File: config.mk
export PLATFORM = sky130hd
export DESIGN_NAME = vend_ctrl
export DESIGN_NICKNAME = d
export VERILOG_FILES = /design/src/rtl/vend_ctrl.sv
export SDC_FILE = /design/constraint.sdc
export NUM_CORES = 1
export LEC_CHECK = 0
export ABC_AREA = 1
export ABC_CLOCK_PERIOD_IN_PS = 3650
export CAP_MARGIN = 20
export CELL_PAD_IN_SITES_DETAIL_PLACEMENT = 1
export CELL_PAD_IN_SITES_GLOBAL_PLACEMENT = 1
export CORE_ASPECT_RATIO = 1.4
export CORE_MARGIN = 4
export CORE_UTILIZATION = 30
export DETAILED_ROUTE_END_ITERATION = 6
export PLACE_DENSITY_LB_ADDON = 0.1
export SLEW_MARGIN = 20
export SYNTH_ARGS = -nofsm -noshare
export SYNTH_HDL_FRONTEND = slang
export SYNTH_SLANG_ARGS = --single-unit
File: constraint.sdc
create_clock -name clk -period 3.65 [get_ports clk]
set_input_delay 0.73 -clock clk [delete_from_list [all_inputs] [get_ports clk]]
set_output_delay 0.73 -clock clk [all_outputs]
set_load 0.01 [all_outputs]
File: src/rtl/vend_ctrl.sv
// vend_ctrl -- vending machine purchase controller.
//
// Restocks/prices item slots held in an external synchronous item memory,
// runs one purchase at a time (select, read slot, collect coins, vend,
// return change) and reports sold-out / cancelled outcomes.
//
// Ports
//   clk, rst                    clock, asynchronous active-high reset
//   cfg_valid/addr/price/count  restock write request; cfg_ready high in IDLE
//   sel_valid, sel_addr         purchase request (sampled in IDLE only)
//   coin_valid, coin_value      single-cycle coin strobe and its value
//   cancel                      abort the purchase (honoured while collecting)
//   mem_we/waddr/wprice/wcount  item memory write port
//   mem_raddr, mem_rprice/count item memory read port (data one clk after addr)
//   dispense, dispense_addr     one-cycle vend pulse and slot vended
//   change_valid, change_amt    one-cycle change/refund pulse and amount
//   busy                        high in every state except IDLE
//   err                         0 none, 1 sold out, 2 cancelled
module vend_ctrl #(
  parameter int MAX_ITEMS = 1024,
  parameter int AW        = $clog2(MAX_ITEMS)
) (
  input  logic          clk,
  input  logic          rst,
  input  logic          cfg_valid,
  input  logic [AW-1:0] cfg_addr,
  input  logic [15:0]   cfg_price,
  input  logic [7:0]    cfg_count,
  output logic          cfg_ready,
  input  logic          sel_valid,
  input  logic [AW-1:0] sel_addr,
  input  logic          coin_valid,
  input  logic [15:0]   coin_value,
  input  logic          cancel,
  output logic          mem_we,
  output logic [AW-1:0] mem_waddr,
  output logic [15:0]   mem_wprice,
  output logic [7:0]    mem_wcount,
  output logic [AW-1:0] mem_raddr,
  input  logic [15:0]   mem_rprice,
  input  logic [7:0]    mem_rcount,
  output logic          dispense,
  output logic [AW-1:0] dispense_addr,
  output logic          change_valid,
  output logic [15:0]   change_amt,
  output logic          busy,
  output logic [1:0]    err
);

  typedef enum logic [2:0] {
    IDLE, RD, WT, CHK, COLLECT, VEND, CHANGE
  } state_t;

  state_t        state, state_next;
  logic [AW-1:0] slot_q, slot_next;
  logic [15:0]   price_q, price_next;
  logic [7:0]    count_q, count_next;
  logic [15:0]   credit, credit_next;
  logic [15:0]   change_due, change_next;
  logic [1:0]    err_next;

  // Saturating credit accumulation: the carry out selects 16'hFFFF.
  logic [16:0]   credit_sum;
  logic [15:0]   credit_sat;
  assign credit_sum = {1'b0, credit} + {1'b0, coin_value};
  assign credit_sat = credit_sum[16] ? 16'hFFFF : credit_sum[15:0];

  always_ff @(posedge clk or posedge rst) begin
    if (rst) begin
      state      <= IDLE;
      slot_q     <= '0;
      price_q    <= '0;
      count_q    <= '0;
      credit     <= '0;
      change_due <= '0;
      err        <= '0;
    end else begin
      state      <= state_next;
      slot_q     <= slot_next;
      price_q    <= price_next;
      count_q    <= count_next;
      credit     <= credit_next;
      change_due <= change_next;
      err        <= err_next;
    end
  end

  always_comb begin
    state_next    = state;
    slot_next     = slot_q;
    price_next    = price_q;
    count_next    = count_q;
    credit_next   = credit;
    change_next   = change_due;
    err_next      = err;
    cfg_ready     = 1'b0;
    busy          = 1'b1;
    mem_we        = 1'b0;
    mem_waddr     = '0;
    mem_wprice    = '0;
    mem_wcount    = '0;
    mem_raddr     = slot_q;
    dispense      = 1'b0;
    dispense_addr = '0;
    change_valid  = 1'b0;
    change_amt    = '0;

    case (state)
      IDLE: begin
        cfg_ready = 1'b1;
        busy      = 1'b0;
        mem_raddr = '0;
        if (cfg_valid) begin
          // Pass-through write is suppressed while reset is held so that
          // every output except cfg_ready reads 0 during reset.
          if (!rst) begin
            mem_we     = 1'b1;
            mem_waddr  = cfg_addr;
            mem_wprice = cfg_price;
            mem_wcount = cfg_count;
          end
        end else if (sel_valid) begin
          slot_next   = sel_addr;
          credit_next = '0;
          err_next    = 2'd0;
          state_next  = RD;
        end
      end
      RD:  state_next = WT;
      WT:  state_next = CHK;
      CHK: begin
        price_next = mem_rprice;
        count_next = mem_rcount;
        if (mem_rcount == 8'd0) begin
          err_next   = 2'd1;
          state_next = IDLE;
        end else begin
          state_next = COLLECT;
        end
      end
      COLLECT: begin
        if (cancel) begin
          // A coin arriving with cancel is not credited.
          err_next    = 2'd2;
          change_next = credit;
          state_next  = CHANGE;
        end else begin
          if (coin_valid) credit_next = credit_sat;
          // Registered credit is compared, so the coin that reaches the
          // price is accumulated one cycle before leaving for VEND.
          if (credit >= price_q) state_next = VEND;
        end
      end
      VEND: begin
        dispense      = 1'b1;
        dispense_addr = slot_q;
        mem_we        = 1'b1;
        mem_waddr     = slot_q;
        mem_wprice    = price_q;
        mem_wcount    = count_q - 8'd1;
        change_next   = credit - price_q;
        state_next    = CHANGE;
      end
      CHANGE: begin
        if (change_due != 16'd0) begin
          change_valid = 1'b1;
          change_amt   = change_due;
        end
        state_next = IDLE;
      end
      default: state_next = IDLE;
    endcase
  end

endmodule

==> results.txt <==
Slew HR = 38.3%
Die X = 126 um
Later-pin clock latency in the skew report = 0.34 ns
CP Max Fanout = 35
FF+latch count, synth = 71
Least-Margin Pin Slew = 0.925 ns
Setup WS pre-CTS = 0.529 ns
Avg Cell Area, Syn = 6.32 um2
WP depth = 7
Tot Pwr = 0.00623 W
Buf/Inv on CP = 3
Gr usage total = 19.4%
Fin util = 42.0%
Crit path from = state[1]
Layout cells sized above 1 = 4.77%
Internal cell power = 0.00318 W
Fmax = 311 MHz
Initial antenna violation count = 0
Placed cell area = 7770 um2
TritonCTS Buffers = 9
Core Region = 19,200 um2
CTS tree = built
R2r worst-path depth = 9
Met3 GRT Util = 2.28%
CTS clock-pin slew for the worst setup and hold paths = 0.06 ns
Vias in the first global route = 6,546
Unique cell type count in the Yosys netlist = 39
Unrepaired setup endpoints after global routing = false
Post-synthesis sequential area ratio = 30.4%
Synthesized area = 5850 um2
Final-report setup violation count = 0
Met2 Track Usage GR = 36.5%
Detailed Place HPWL = 17,300 um
Slack of the critical path = 0.434 ns
Met1 usage = 22.9%
DR WL/cell = 15.7 um
# DRC = 0
First-pass GRT wire length = 34,000 um
Drt pass-1 iters = 4
Syn nets = 1,050
Setup TNS = 0 ns
Logic pwr share = 61.9%
Max Cap Violations = 0
Busiest metal layer after global routing = met2
Cells after synthesis = 925
Yosys Warn Count = 0
CP Launch Type = flop
Final slew viol count = 0
Crit-path slowest cell = clkdlybuf4s50_1
Leak = 4.29 nW
Hold Crit Class = reg -> reg
Hold Buf Count CTS = 0
HP Start = err[1]
Clock share of power = 14.1%
Largest net degree at the start of global routing = 72
Vias/cell = 4.70
Arr. time, crit path = 2.49 ns
CP delay by family, top = buffers and inverters
Cells along the critical path = nor2_4, nand2_2, inv_2, nand3_2, buf_12, o22ai_1, clkdlybuf4s50_1
Vias = 6,294
Outcome = completed
Reg power frac = 23.9%
Drt initial violations = 172
Period utilisation layout = 88.1%
R2r endpoint = change_due[7]
Switch share = 49.0%
Antenna diode count = 0
Pwr Density = 772 nW/um2
Switching Power = 0.00305 W
Minimum clock period = 3.22 ns
Area growth syn-to-layout = 37.9%
Post-layout nets = 1,211
CTS Buffer Depth = 2
Reg-to-reg slack, setup = 1.28 ns
Post-CTS Setup Bufs = 0
DRT Wirelength = 21,000 um
Most common cell after layout, fill and taps aside = nand2_1
Crit path capture = mem_wcount[1]
CP required = 2.92 ns
Overflow after GRT = 0
CTS sink cnt = 71
Commonest non-fill, non-tap cells in the layout = nand2_1 (266), inv_1 (194), clkdlybuf4s50_1 (166)
Routability cong. = 0.783
Die area = 21,800 um2
Post_cts resized = 0
CP max stage delay = 0.58 ns
Worst setup EP type = primary output
Port bufs = 166
Die Y = 173 um
Design Area, Final = 8070 um2
Hold Vio Cnt, Final = 0
Num ports = 167
FP Rows = 60
Starting Density = 30.4%
Root Buffer = clkbuf_16
Worst-case clock skew = 0.00972 ns
Worst r2r src = state[2]
VDD IR-drop max = 0.000213 V
Post-route antenna net violation count = 0
H-Tree Depth = 3
Critical path type = reg -> out
==> worst min-delay path by stage <==
| stage | to | cells after the start | slack, ns |
|---|---|---|---|
| 2_1_floorplan | change_due[12] | 2 | 0.47 |
| 3_3_place_gp | err[1] | 2 | 0.46 |
| 3_5_place_dp | err[1] | 2 | 0.46 |
| 4_1_cts | err[1] | 2 | 0.48 |
| 5_1_grt | err[1] | 2 | 0.53 |
| 6_report | err[1] | 2 | 0.48 |
==> metal layers <==
| metal | vias up | part of all wire, % |
|---|---|---|
| met5 | - | 0 |
| met4 | 0 | 1.8 |
| met3 | 22 | 3.8 |
| met2 | 134 | 53 |
| met1 | 2931 | 42 |
| li1 | 3207 | - |
==> power groups by stage <==
stage	clock network, W	registers [W]	logic, W
floorplan	0	0.00138	0.00261
global placement	0	0.00151	0.00387
detailed placement	0	0.00151	0.00392
CTS	0.000902	0.00150	0.00394
global route	0.000936	0.00155	0.00441
finish	0.000881	0.00149	0.00386
==> flip-flops by register name, summed over array words and instances, names as in the netlist <==
| signal | cells |
|---|---|
| count_q | 8 |
| price_q | 16 |
| state | 3 |
| slot_q | 10 |
| err | 2 |
| change_due | 16 |
| credit | 16 |
==> cell usage after synthesis <==
cell type / n / area [um2]
nand2_1: 266 / 998
inv_1: 195 / 732
nor2_1: 99 / 372
dfrtp_1: 71 / 1780
nand3_1: 51 / 255
a21oi_1: 44 / 220
ha_1: 33 / 413
o21ai_0: 33 / 165
o22ai_1: 33 / 206
nand4_1: 13 / 81.3
clkbuf_1: 10 / 37.5
buf_2: 9 / 45.0
nor3_1: 8 / 40.0
xor2_1: 8 / 70.1
o21ai_2: 7 / 61.3
inv_2: 5 / 18.8
nor4_1: 4 / 25.0
and2_1: 3 / 18.8
nand2_2: 3 / 18.8
nand3_2: 3 / 30.0
xnor2_1: 3 / 26.3
a21o_1: 2 / 15.0
a21oi_2: 2 / 17.5
buf_4: 2 / 15.0
buf_6: 2 / 22.5
fa_1: 2 / 40.0
nor2_2: 2 / 12.5
a221oi_2: 1 / 15.0
a22oi_1: 1 / 7.51
a31oi_1: 1 / 6.26
a41oi_1: 1 / 8.76
inv_4: 1 / 6.26
mux2_2: 1 / 11.3
nor2_4: 1 / 11.3
nor2_8: 1 / 20.0
o211ai_1: 1 / 7.51
o21ai_1: 1 / 5.00
o21bai_1: 1 / 7.51
o221ai_1: 1 / 8.76
==> per-stage QoR <==
step / std cells / hold WS (ns)
floorplan: 925 / 0.471
global placement: 1323 / 0.456
detailed placement: 1323 / 0.463
CTS: 1339 / 0.479
global route: 1339 / 0.534
finish: 1339 / 0.478
==> area by class of cell <==
class | instances | area (um2)
well taps | 248 | 310
multi-input cells | 630 | 3200
inverters | 201 | 761
flip-flops and latches | 71 | 1780
clock buffers | 11 | 253
repair buffers | 173 | 1730
fillers | 2526 | 11200
clock inverters | 5 | 38.8
==> cells by family after synthesis <==
group,share of synthesized area [%]
buffers and inverters,15.0
XOR/XNOR,1.65
AO/OA/AOI/OAI,12.9
adder cells (fa/ha/maj),7.74
flip-flops,30.4
multiplexers,0.192
AND/OR/NAND/NOR,32.2
==> worst reg2reg max path, delay by kind of cell (launching register included) <==
family          cells  cell delay, ns
simple gates        4            0.96
buf+inv             4            0.78
flops               1            0.45
compound gates      1            0.07
Power figures use the tool's default switching activity.
